==> src/rtl/flag_pkg.sv <==
// Shared flag-register definitions: flag widths, bit positions, the always-true condition code,
// query FSM states and the masked-merge helper.
package flag_pkg;

  localparam int FLAG_W = 7;

  localparam int FLG_COL  = 0;
  localparam int FLG_ZIW1 = 1;
  localparam int FLG_ZIW2 = 2;
  localparam int FLG_ZIMM = 3;
  localparam int FLG_CO   = 4;
  localparam int FLG_CALL = 5;
  localparam int FLG_SIGN = 6;

  localparam logic [2:0] COND_ALWAYS = 3'd7;

  typedef enum logic [1:0] {
    Q_IDLE,
    Q_WAIT,
    Q_RESOLVE
  } cond_state_e;

  function automatic logic [FLAG_W-1:0] flag_merge(input logic [FLAG_W-1:0] cur,
                                                   input logic [FLAG_W-1:0] val,
                                                   input logic [FLAG_W-1:0] mask);
    return (cur & ~mask) | (val & mask);
  endfunction

endpackage

==> src/rtl/flag_write_ctrl_if.sv <==
// Bundle of flag-write, issue-tracking and branch-query signals around the flag controller.
// master drives requests and queries; slave is the controller itself.
interface flag_write_ctrl_if;
  import flag_pkg::*;

  logic              flush;
  logic              alu_req;
  logic [FLAG_W-1:0] alu_flags;
  logic [FLAG_W-1:0] alu_mask;
  logic              alu_gnt;
  logic              pim_req;
  logic [FLAG_W-1:0] pim_flags;
  logic [FLAG_W-1:0] pim_mask;
  logic              pim_gnt;
  logic              issue_set;
  logic              pend_full;
  logic              pend_err;
  logic              cond_req;
  logic [2:0]        cond_sel;
  logic              cond_inv;
  logic              cond_stall;
  logic              cond_valid;
  logic              cond_taken;
  logic [FLAG_W-1:0] flag;

  modport master (
    output flush, alu_req, alu_flags, alu_mask, pim_req, pim_flags, pim_mask,
           issue_set, cond_req, cond_sel, cond_inv,
    input  alu_gnt, pim_gnt, pend_full, pend_err, cond_stall, cond_valid, cond_taken, flag
  );

  modport slave (
    input  flush, alu_req, alu_flags, alu_mask, pim_req, pim_flags, pim_mask,
           issue_set, cond_req, cond_sel, cond_inv,
    output alu_gnt, pim_gnt, pend_full, pend_err, cond_stall, cond_valid, cond_taken, flag
  );

endinterface

==> src/rtl/flag_rr_arb2.sv <==
// Two-requester round-robin arbiter; grants are combinational, same cycle as request.
// Preference flips only when both sides request together.
module flag_rr_arb2 (
  input  logic clk_i,
  input  logic rst_i,
  input  logic req_a_i,
  input  logic req_b_i,
  output logic gnt_a_o,
  output logic gnt_b_o
);

  // 0: side A wins the next contention, 1: side B wins it
  logic rr_ptr_q, rr_ptr_d;

  always_comb begin
    gnt_a_o  = req_a_i & (~req_b_i | ~rr_ptr_q);
    gnt_b_o  = req_b_i & (~req_a_i |  rr_ptr_q);
    rr_ptr_d = rr_ptr_q;
    if (req_a_i && req_b_i) rr_ptr_d = gnt_a_o;
  end

  always_ff @(posedge clk_i) begin
    if (rst_i) rr_ptr_q <= 1'b0;
    else       rr_ptr_q <= rr_ptr_d;
  end

endmodule

==> src/rtl/flag_write_ctrl.sv <==
// Flag register owner: arbitrates ALU/PIM masked writes (grant same cycle, flag updates next edge),
// counts in-flight flag writers and answers branch queries once pending writes have landed.
module flag_write_ctrl
  import flag_pkg::*;
#(
  parameter int PEND_W = 3
) (
  input  logic              clk,
  input  logic              rst,
  flag_write_ctrl_if.slave  bus
);

  localparam logic [PEND_W-1:0] PEND_MAX = '1;
  localparam logic [PEND_W-1:0] PEND_ONE = PEND_W'(1);

  logic              alu_gnt, pim_gnt, any_gnt, pend_full;
  logic [FLAG_W-1:0] flag_q, flag_d, wr_val, wr_mask;
  logic [PEND_W-1:0] pend_q, pend_d;
  logic              pend_err_q, pend_err_d;
  cond_state_e       state_q, state_d;
  logic [2:0]        sel_q, sel_d;
  logic              inv_q, inv_d;
  logic [FLAG_W:0]   cond_vec;

  flag_rr_arb2 u_arb (
    .clk_i   (clk),
    .rst_i   (rst),
    .req_a_i (bus.alu_req),
    .req_b_i (bus.pim_req),
    .gnt_a_o (alu_gnt),
    .gnt_b_o (pim_gnt)
  );

  assign any_gnt   = alu_gnt | pim_gnt;
  assign pend_full = (pend_q == PEND_MAX);
  assign wr_val    = pim_gnt ? bus.pim_flags : bus.alu_flags;
  assign wr_mask   = pim_gnt ? bus.pim_mask  : bus.alu_mask;

  always_comb begin
    flag_d = flag_q;
    if (any_gnt) flag_d = flag_merge(flag_q, wr_val, wr_mask);
    if (bus.flush) flag_d = '0;
  end

  // An issue and a grant in the same cycle cancel out; saturate at both ends
  always_comb begin
    pend_d     = pend_q;
    pend_err_d = pend_err_q | (bus.issue_set & pend_full & ~any_gnt);
    if (bus.issue_set && !any_gnt && !pend_full)
      pend_d = pend_q + PEND_ONE;
    else if (!bus.issue_set && any_gnt && pend_q != '0)
      pend_d = pend_q - PEND_ONE;
    if (bus.flush) pend_d = '0;
  end

  always_comb begin
    state_d = state_q;
    sel_d   = sel_q;
    inv_d   = inv_q;
    case (state_q)
      Q_IDLE: begin
        if (bus.cond_req) begin
          sel_d   = bus.cond_sel;
          inv_d   = bus.cond_inv;
          state_d = (pend_q == '0 && !any_gnt) ? Q_RESOLVE : Q_WAIT;
        end
      end
      Q_WAIT:    if (pend_q == '0 && !any_gnt) state_d = Q_RESOLVE;
      Q_RESOLVE: state_d = Q_IDLE;
      default:   state_d = Q_IDLE;
    endcase
    if (bus.flush) state_d = Q_IDLE;
  end

  always_ff @(posedge clk) begin
    if (rst) begin
      flag_q     <= '0;
      pend_q     <= '0;
      pend_err_q <= 1'b0;
      state_q    <= Q_IDLE;
      sel_q      <= '0;
      inv_q      <= 1'b0;
    end else begin
      flag_q     <= flag_d;
      pend_q     <= pend_d;
      pend_err_q <= pend_err_d;
      state_q    <= state_d;
      sel_q      <= sel_d;
      inv_q      <= inv_d;
    end
  end

  // Top bit makes COND_ALWAYS index a constant 1
  assign cond_vec = {1'b1, flag_q};

  assign bus.alu_gnt    = alu_gnt;
  assign bus.pim_gnt    = pim_gnt;
  assign bus.pend_full  = pend_full;
  assign bus.pend_err   = pend_err_q;
  assign bus.cond_stall = (state_q == Q_WAIT);
  assign bus.cond_valid = (state_q == Q_RESOLVE);
  assign bus.cond_taken = (state_q == Q_RESOLVE) & (cond_vec[sel_q] ^ inv_q);
  assign bus.flag       = flag_q;

endmodule
==> src/flat_wrapper.sv <==
// flat-port wrapper written by rule: the top's interface ports become plain ports
module flag_write_ctrl_flat import flag_pkg::*;
#(
  parameter int PEND_W = 3
)
  (clk, rst, bus_flush, bus_alu_req, bus_alu_flags, bus_alu_mask, bus_pim_req, bus_pim_flags, bus_pim_mask, bus_issue_set, bus_cond_req, bus_cond_sel, bus_cond_inv, bus_alu_gnt, bus_pim_gnt, bus_pend_full, bus_pend_err, bus_cond_stall, bus_cond_valid, bus_cond_taken, bus_flag);
  flag_write_ctrl_if bus_i ();
  input  logic clk;
  input  logic rst;
  input wire logic [$bits(bus_i.flush)-1:0] bus_flush;
  input wire logic [$bits(bus_i.alu_req)-1:0] bus_alu_req;
  input wire logic [$bits(bus_i.alu_flags)-1:0] bus_alu_flags;
  input wire logic [$bits(bus_i.alu_mask)-1:0] bus_alu_mask;
  input wire logic [$bits(bus_i.pim_req)-1:0] bus_pim_req;
  input wire logic [$bits(bus_i.pim_flags)-1:0] bus_pim_flags;
  input wire logic [$bits(bus_i.pim_mask)-1:0] bus_pim_mask;
  input wire logic [$bits(bus_i.issue_set)-1:0] bus_issue_set;
  input wire logic [$bits(bus_i.cond_req)-1:0] bus_cond_req;
  input wire logic [$bits(bus_i.cond_sel)-1:0] bus_cond_sel;
  input wire logic [$bits(bus_i.cond_inv)-1:0] bus_cond_inv;
  output wire logic [$bits(bus_i.alu_gnt)-1:0] bus_alu_gnt;
  output wire logic [$bits(bus_i.pim_gnt)-1:0] bus_pim_gnt;
  output wire logic [$bits(bus_i.pend_full)-1:0] bus_pend_full;
  output wire logic [$bits(bus_i.pend_err)-1:0] bus_pend_err;
  output wire logic [$bits(bus_i.cond_stall)-1:0] bus_cond_stall;
  output wire logic [$bits(bus_i.cond_valid)-1:0] bus_cond_valid;
  output wire logic [$bits(bus_i.cond_taken)-1:0] bus_cond_taken;
  output wire logic [$bits(bus_i.flag)-1:0] bus_flag;
  assign bus_i.flush = bus_flush;
  assign bus_i.alu_req = bus_alu_req;
  assign bus_i.alu_flags = bus_alu_flags;
  assign bus_i.alu_mask = bus_alu_mask;
  assign bus_i.pim_req = bus_pim_req;
  assign bus_i.pim_flags = bus_pim_flags;
  assign bus_i.pim_mask = bus_pim_mask;
  assign bus_i.issue_set = bus_issue_set;
  assign bus_i.cond_req = bus_cond_req;
  assign bus_i.cond_sel = bus_cond_sel;
  assign bus_i.cond_inv = bus_cond_inv;
  assign bus_alu_gnt = bus_i.alu_gnt;
  assign bus_pim_gnt = bus_i.pim_gnt;
  assign bus_pend_full = bus_i.pend_full;
  assign bus_pend_err = bus_i.pend_err;
  assign bus_cond_stall = bus_i.cond_stall;
  assign bus_cond_valid = bus_i.cond_valid;
  assign bus_cond_taken = bus_i.cond_taken;
  assign bus_flag = bus_i.flag;
  flag_write_ctrl #(.PEND_W(PEND_W)) u_core (.clk(clk), .rst(rst), .bus(bus_i));
endmodule
==> config.mk <==
export PLATFORM = sky130hd
export DESIGN_NAME = flag_write_ctrl_flat
export DESIGN_NICKNAME = d
export VERILOG_FILES = /design/src/rtl/flag_pkg.sv /design/src/rtl/flag_write_ctrl_if.sv /design/src/rtl/flag_rr_arb2.sv /design/src/rtl/flag_write_ctrl.sv /design/src/flat_wrapper.sv
export SDC_FILE = /design/constraint.sdc
export NUM_CORES = 1
export LEC_CHECK = 0
export CAP_MARGIN = 20
export CORE_ASPECT_RATIO = 1.1
export CORE_MARGIN = 10
export CORE_UTILIZATION = 43
export DETAILED_ROUTE_END_ITERATION = 7
export DONT_BUFFER_PORTS = 1
export SYNTH_ARGS = -nofsm -noshare
export SYNTH_HDL_FRONTEND = slang
export SYNTH_HIERARCHICAL = 1
export SYNTH_SLANG_ARGS = --single-unit
==> constraint.sdc <==
create_clock -name clk -period 3.1 [get_ports clk]
set_input_delay 0.31 -clock clk [delete_from_list [all_inputs] [get_ports clk]]
set_output_delay 0.31 -clock clk [all_outputs]
set_load 0.005 [all_outputs]
---- Word level (Yosys, flattened, before mapping) ----
Index checks and enable logic that the tools add are counted.
word-level totals
  bits of input ports ..................... 39
  output and inout bits ................... 14
  register bits after elaboration ......... 18
operators by class
  eq/ne operators ......................... 5
  add/sub/neg operators ................... 2
  multiplexer cells ....................... 10
  magnitude comparators ................... 1
  reduce and logical (&&, ||, !) cells .... 16
  bitwise operators ....................... 18
operators by type and width
  cell                                                   number
  AND 7 bit                                              2
  2-to-1 mux 7 bit                                       2
  inverter 7 bit                                         1
  OR 7 bit                                               1
  logical AND 1 bit                                      6
  2-to-1 mux 2 bit                                       3
  2-to-1 mux 3 bit                                       2
  AND 1 bit                                              5
  < comparator 3 x 4 -> 1 bit, second input constant     1
  inverter 1 bit                                         4
  OR 1 bit                                               4
  case mux 2 bit (2 select lines)                        1
  AND reduction 2 bit                                    2
  adder 3 x 1 -> 3 bit, second input constant            1
  binary-select mux 1 bit (select 3 bit)                 1
  == test 3 bit, second input constant                   1
  logical NOT 1 bit                                      3
  logical NOT 3 bit                                      1
  nonzero test 3 bit                                     1
  subtractor 3 x 1 -> 3 bit, second input constant       1
  == test 2 x 1 -> 1 bit, second input constant          1
  == test 2 bit, second input constant                   1
  logical NOT 2 bit                                      1
  inequality test 2 x 1 -> 1 bit, second input constant  1
  5 further kinds                                        5

---- Depth between registers and ports, before layout ----
Gate-level depths: netlist (run 1).
  depth in word-level cells ............... 9
  gate-level depth with buffers ........... 9
  depth with buffers taken out ............ 8

---- Cells and area by module ----
Netlist (run 1), hierarchy kept.
modules (own cells, without submodules)
  module           cells an instance  times used  area an instance (um2)  seq. area each (um2)
  flag_write_ctrl  97                 1           955.9                   340.3
  flag_rr_arb2     7                  1           65.1                    20.0

---- Worst setup path before layout (run 1) ----
No wires, ideal clock.
  path kind ............................... reg2reg
  start ................................... register u_core.u_arb.rr_ptr_q
  end ..................................... register u_core.pend_q[2]
  arrival ................................. 2118 ps
  stages on the path, launching flop included .. 10
  slack ................................... 851 ps
  period minus slack after synthesis ...... 2249 ps
  buffers on the path ..................... 1
  setup time .............................. 131 ps
  cells stage by stage .................... dfxtp_1 > inv_1 > a21boi_0 > buf_6 > or3b_4 > or2_2 > fa_1 > nor3_1 > o21ai_0 > nor3b_2
between the ends
  elaborated cells on any way between the ends .. 13
RTL lines
  item                                                           line                   RTL
  from (decl)                                                    flag_rr_arb2.sv:13     logic rr_ptr_q, rr_ptr_d;
  from (signal assigned)                                         flag_rr_arb2.sv:24     else rr_ptr_q <= rr_ptr_d;
  OR 1 bit (*)                                                   flag_rr_arb2.sv:17     gnt_b_o = req_b_i & (~req_a_i | rr_ptr_q);
  AND 1 bit (*)                                                  flag_rr_arb2.sv:17
  via bus_pim_gnt                                                flat_wrapper.sv:22     output wire logic [$bits(bus_i.pim_gnt)-1:0] bus_pim_gnt;
  OR 1 bit (*)                                                   flag_write_ctrl.sv:34  assign any_gnt = alu_gnt | pim_gnt;
  logical NOT 1 bit                                              flag_write_ctrl.sv:49  if (bus.issue_set && !any_gnt && !pend_full)
  logical AND 1 bit (2 in a row)                                 flag_write_ctrl.sv:49
  2-to-1 mux 3 bit / nonzero test 2 bit (equally long branches)  -
  to (signal assigned)                                           flag_write_ctrl.sv:85  pend_q <= pend_d;
  to (decl)                                                      flag_write_ctrl.sv:18  logic [PEND_W-1:0] pend_q, pend_d;
The timed path passes the listed nets; every way through them passes the cells marked *.
A chain may end at the register's enable or synchronous reset.

---- Worst setup path after layout (run 1) ----
  start ................................... register u_core.u_arb.rr_ptr_q
  end ..................................... register u_core.pend_q[2]
between the ends
  longest elaborated chain between the ends .. 8
  elaborated cells on any way between the ends .. 13
ends and longest elaborated chain
  item                                                           line                   RTL
  inverter 1 bit (*)                                             flag_rr_arb2.sv:16     gnt_a_o = req_a_i & (~req_b_i | ~rr_ptr_q);
  OR 1 bit (*)                                                   flag_rr_arb2.sv:16
  AND 1 bit (*)                                                  flag_rr_arb2.sv:16
  via bus_alu_gnt                                                flat_wrapper.sv:21     output wire logic [$bits(bus_i.alu_gnt)-1:0] bus_alu_gnt;
  OR 1 bit (*)                                                   flag_write_ctrl.sv:34
  logical NOT 1 bit                                              flag_write_ctrl.sv:49
  logical AND 1 bit (2 in a row)                                 flag_write_ctrl.sv:49
  2-to-1 mux 3 bit / nonzero test 2 bit (equally long branches)  -
Marks and branches as above.

==> qor.yml, run 1 <==
run_status:
  outcome: "finished clean"
worst_hold_path:
  hold_path.class: "input pin to flip-flop"
  min_from: "rst"
  hold_end: "u_core/u_arb/rr_ptr_q"
  hold_depth: 1
route:
  dr.pass1.iters: 4
  wl_met1_um: 864
  first_iter_violations: 34
  final_antenna_net_count: 0
  vias: 772
  dr_wl_met2_um: 1220
  wl_um: 2510
  wl_per_cell_um: 18.7
  top_layer_used: "met4"
  met3_length_um: 386
  via_per_inst: 5.76
  drc: 0
power:
  power_leakage_uw: 0.000414
  power_switching_share_pct: 25.8
  power_frac_seq_pct: 52.8
  p_clk_share_pct: 30.4
  intPower_uw: 355
  ir_worst_vdd_mv: 0.170
  power_density_nw_per_um2: 445
  netSwitchingPower_uw: 123
  p_comb_share_pct: 16.7
critical_path:
  rrSetupSlack_ns: 0.76
  critPathKind: "flip-flop to flip-flop"
  required_ns: 3.28
  reg2reg_to: "u_core/pend_q[2]"
  cp.arrival_ns: 2.53
  start_kind: "flip-flop"
  reg2regPathDepth: 7
  cp-end-kind: "flip-flop"
  r2r_start: "u_core/u_arb/rr_ptr_q"
  worstPathMaxFanout: 5
cts:
  cts_tree: "built"
  htreeDepth: 1
  insertion_delay_ns: 0.29
  cts_resized: 0
  clkSinkCount: 18
  holdBufCountCts: 0
  clk_pin_slew_ns: 0.10
  post_cts_buffers: 0
  clockRootBuffer: "clkbuf_4"
  cts_max_path_buffers: 2
  cts_buffers: 3
synth:
  synth_area_um2: 1020
  yosys-top-cells-count: "dfxtp_1 (18), nor2_1 (17), mux2i_1 (13)"
  yosys-top-cells-area: "dfxtp_1 (35%), mux2i_1 (13%), mux2_2 (8.8%)"
  async_reset_ff_share_pct: 0
  yosysTopAreaCell: "dfxtp_1"
  synth-main-ff-cell: "dfxtp_1"
  synth_cell_types: 35
  syn-num-nets: 144
  ys_seq_area_share_pct: 35.3
  synth_seq_cells: 18
  yosysMostFrequentCell: "dfxtp_1"
  yosysWarnings: 6
  synth.top_cell.area_share_pct: 35.3
  synth-edff-count: 0
  syn_avg_cell_area_um2: 9.82
  syn_inst: 104
timing:
  finalCriticalPeriod_ns: 2.34
  tightest_slew_ns: 0.590
  hold_violations: 0
  rsz0062_at_grt: "no"
  slew_viol_final: 0
  fmax_mhz: 427
  skew_ns: 0.00461
  fin_crit_sh_pct: 75.6
  setup_violations: 0
  maxSlewHeadroom_pct: 60.3
  tns_ns: 0
finish:
  fin_nets: 145
  multiInputGateArea_um2: 628
  final_cells: 134
  n_antenna_cell: 0
  drive_above_1_share_pct: 21.2
  fillCellCount: 224
  synthToLayoutAreaGrowth_pct: 5.15
  seq_area_um2: 360
place:
  io_buffers: 0
  place.gp.congestion: 0.727
  placed_cells: 130
  dpl.hpwl_um: 2120
run:
  cap_violations: 0
global_route:
  grt_use_total_pct: 11.1
  grt_max_degree: 19
  grt_pass1_vias: 832
  antenna_found_initial: 0
  grt_pass1_wl_um: 4190
  grt-ovfl-total: 0
die:
  core_region_area_um2: 2250
  die_w_um: 66.5
  die_h_um: 71.1
  dieArea_um2: 4730
  rows: 18
  io_pins: 53
  start_util_pct: 45.3
## power by group through the flow
stage | clock, µW | combinational (µW) | sequential, µW
after CTS | 154 | 81.1 | 253
after global placement | 0 | 78.2 | 258
after global routing | 163 | 90.5 | 255
after detailed placement | 0 | 80.9 | 258
final | 146 | 80.0 | 253
after floorplan | 0 | 72.0 | 255
## cell families after synthesis
group,after synthesis,synth area share (%)
XOR/XNOR,1,0.858
buffers and inverters,6,3.19
multiplexers,22,22.7
adder cells (fa/ha/maj),1,1.96
AND/OR/NAND/NOR,36,20.3
AO/OA/AOI/OAI,20,15.7
flip-flops,18,35.3
## worst max-delay path, stage by stage, from the launching register on
cell and delay, ns:
dfxtp_1 0.37, a21boi_0 0.22, or3b_4 0.49, or2_2 0.30, fa_1 0.38, nor3_1 0.24
o21ai_0 0.09, nor3b_2 0.15
## how the worst max path moves through the flow
stage                                      from          endpoint  slack [ns]
after floorplan           u_core/u_arb/rr_ptr_q  u_core/pend_q[2]        0.85
after global placement    u_core/u_arb/rr_ptr_q  u_core/pend_q[2]        0.84
after detailed placement  u_core/u_arb/rr_ptr_q  u_core/pend_q[2]        0.74
after CTS                 u_core/u_arb/rr_ptr_q  u_core/pend_q[2]        0.73
after global routing      u_core/u_arb/rr_ptr_q  u_core/pend_q[2]        0.58
final                     u_core/u_arb/rr_ptr_q  u_core/pend_q[2]        0.76
## cells in the final DEF, fill, tap and decap left out, types with 2 or more instances in the layout
cell,n
mux2i_1,13
nor3b_2,3
nor2b_1,3
a21boi_1,2
nand3b_1,2
nor3_1,2
or2_2,2
o21ai_0,2
nor2_1,17
mux2_2,8
a22oi_1,7
clkbuf_4,3
dfxtp_1,18
## metrics by stage
step | utilization (%) | hold WS (ns) | setup WS, ns | cell area (µm²) | total power (µW)
floorplan | - | 0.372 | 0.851 | 1020 | 327
global placement | 46.1 | 0.378 | 0.837 | 1040 | 336
detailed placement | 46.1 | 0.378 | 0.736 | 1040 | 339
CTS | 47.7 | 0.0509 | 0.730 | 1070 | 487
global route | 47.7 | 0.0419 | 0.583 | 1070 | 508
finish | 47.7 | 0.0673 | 0.755 | 1070 | 478
## layout make-up
class	instances	share of cell area, %
clock buffer	4	3.38
inverter	1	0.350
multi-input combinational	80	58.5
sequential	18	33.6
tap	30	3.50
timing repair buffer	1	0.699
## routing by layer
| layer | vias to the layer above | track usage [%] |
|---|---|---|
| li1 | 378 | - |
| met1 | 352 | 10.6 |
| met2 | 38 | 18.5 |
| met3 | 4 | 7.40 |
| met4 | 0 | 4.20 |
| met5 | - | 0 |
Note: power is estimated with default switching activity, not from simulation.
==> run 2: changes to the inputs <==
==> constraint.sdc (replaced) <==
create_clock -name clk -period 2 [get_ports clk]
set_input_delay 0.2 -clock clk [delete_from_list [all_inputs] [get_ports clk]]
set_output_delay 0.2 -clock clk [all_outputs]
set_load 0.005 [all_outputs]
==> run 2 against run 1 <==
Cell count is 3.0% higher. Sequential power is 55% higher. Clock power is 19% higher. Utilization is 2.6 points higher. Clock skew hardly changed. Worst hold slack worse by 0.0068 ns. Combinational power is 80% higher.
==> qor.yml, run 2 (same netlist as run 1, synthesis figures left out) <==
place:
  placed_cells: 134  # +3.1%
  pre_cts_ws_ns: 0.0179  # -0.718 ns
  place.gp.congestion: 0.775  # +6.6%
  io_buffers: 0  # unchanged
  dpl.hpwl_um: 2150  # +1.6%
  placed_area_um2: 1080  # +4.2%
global_route:
  grt_pass1_wl_um: 4130  # -1.3%
  antenna_found_initial: 0  # unchanged
  grt-ovfl-total: 0  # unchanged
  grt_pass1_vias: 874  # +5.0%
  grt_use_total_pct: 10.8  # -0.32 points
  grt_max_degree: 19  # unchanged
timing:
  fmax_mhz: 509  # +19%
  finalCriticalPeriod_ns: 1.96  # -0.381 ns
  slew_viol_final: 0  # unchanged
  fin_crit_sh_pct: 98.2  # +23 points
  setup_violations: 0  # unchanged
  tightest_slew_ns: 0.485  # -0.105 ns
  rsz0062_at_grt: "yes"
  hold_violations: 0  # unchanged
  maxSlewHeadroom_pct: 67.5  # +7.2 points
  skew_ns: 0.00462  # +0.00000638 ns
  fin_ws_ns: 0.0361  # -0.719 ns
die:
  die_h_um: 71.1  # unchanged
  start_util_pct: 45.3  # unchanged
  io_pins: 53  # unchanged
  dieArea_um2: 4730  # unchanged
  rows: 18  # unchanged
  die_w_um: 66.5  # unchanged
  core_region_area_um2: 2250  # unchanged
finish:
  final_cells: 138  # +3.0%
  fin_nets: 150  # +3.4%
  fillCellCount: 215  # -4.0%
  synthToLayoutAreaGrowth_pct: 10.9
  multiInputGateArea_um2: 659  # +5.0%
  n_antenna_cell: 0  # unchanged
  final_cell_mix: "nor2_1 (17), dfxtp_1 (17), mux2i_1 (13)"
  fin_area_um2: 1130  # +5.5%
  seq_area_um2: 362  # +0.35%
  drive_above_1_share_pct: 28.7  # +7.5 points
critical_path:
  required_ns: 2.17  # -1.11 ns
  path_cells: "inv_2 -> a21boi_2 -> or3b_4 -> or2_4 -> fa_2 -> nor3_4 -> o21ai_1 -> nor3b_2"
  max_stage_delay_ns: 0.39  # -0.10 ns
  worst-path-buf-inv: 1  # +1
  cp_slowest_cell: "or3b_4"
  r2r_start: "u_core/u_arb/rr_ptr_q"
  critPathLaunch: "u_core/u_arb/rr_ptr_q"
  critPathKind: "flip-flop to flip-flop"
  worstPathMaxFanout: 4  # -1
  crit_family: "simple AND/OR/NAND/NOR gates"
  cp-end-kind: "flip-flop"
  start_kind: "flip-flop"
  cp.arrival_ns: 2.14  # -0.39 ns
  rrSetupSlack_ns: 0.04  # -0.72 ns
cts:
  htreeDepth: 1  # unchanged
  insertion_delay_ns: 0.28  # about the same
  clockRootBuffer: "clkbuf_4"
  clk_pin_slew_ns: 0.10  # about the same
  post_cts_buffers: 0  # unchanged
  cts_max_path_buffers: 2  # unchanged
  cts_tree: "built"
  clkSinkCount: 18  # unchanged
  cts_buffers: 3  # unchanged
power:
  power_leakage_uw: 0.000437  # +5.6%
  p_comb_share_pct: 20.3  # +3.6 points
  power_switching_share_pct: 26.7  # +0.97 points
  power_frac_seq_pct: 55.3  # +2.5 points
  intPower_uw: 520  # +47%
  netSwitchingPower_uw: 190  # +54%
  p_clk_share_pct: 24.4  # -6.0 points
  ir_worst_vdd_mv: 0.266  # +56%
  power_density_nw_per_um2: 627  # +41%
route:
  wl_per_cell_um: 18.9  # +0.70%
  final_antenna_net_count: 0  # unchanged
  via_per_inst: 5.67  # -1.5%
  dr.pass1.iters: 4  # unchanged
  first_iter_violations: 14  # -59%
  wl_um: 2600  # +3.7%
  vias: 783  # +1.4%
  drc: 0  # unchanged
worst_hold_path:
  min_from: "bus_cond_inv"
  hold_path.class: "input pin to flip-flop"
run_status:
  outcome: "finished clean"
run:
  cap_violations: 0  # unchanged
[run 2: routing by layer]
layer / share of wire (%) / wire length, µm / up-vias / GRT usage [%]
met5: 0 / 0 / - / 0
met4: 0.50 / 13 / 0 / 3.50
met2: 50 / 1310 / 33 / 19.0
met1: 36 / 929 / 359 / 10.5
li1: - / - / 389 / -
met3: 13 / 347 / 2 / 5.83
[run 2: cell type report]
type,count,area share (%)
multi-input combinational,80,58.2
sequential,18,31.9
timing repair buffer,6,4.20
tap,30,3.31
clock buffer,3,1.99
inverter,1,0.331
[run 2: what timing repair did]
action,CTS,global route
gates resized for setup,1,6
setup endpoints to repair,1,1
cloned,0,0
hold buffers,1,0
endpoints found under the hold margin,6,0
pin swaps,0,2
[run 2: per-stage QoR]
stage	TNS, ns	utilization, %	total power, µW	hold slack (ns)
floorplan	-0.0520	-	510	0.262
global placement	0	48.0	531	0.268
detailed placement	0	48.0	537	0.268
CTS	0	49.5	716	0.0521
global route	-0.0296	50.3	754	0.0751
finish	0	50.3	710	0.0605
[run 2: path summary, 6_finish.rpt]
path,end,depth (start not counted)
setup reg to reg,u_core/pend_q[2],8
setup / recovery,u_core/pend_q[2],8
hold / removal,u_core/inv_q,2
hold reg to reg,u_core/bus.pend_err,2
[run 2: power by group through the flow]
stage	clock network [µW]	registers [µW]	logic, µW
4_1_cts	184	393	140
3_5_place_dp	0	400	136
5_1_grt	198	396	160
2_1_floorplan	0	395	115
6_report	174	392	144
3_3_place_gp	0	400	132
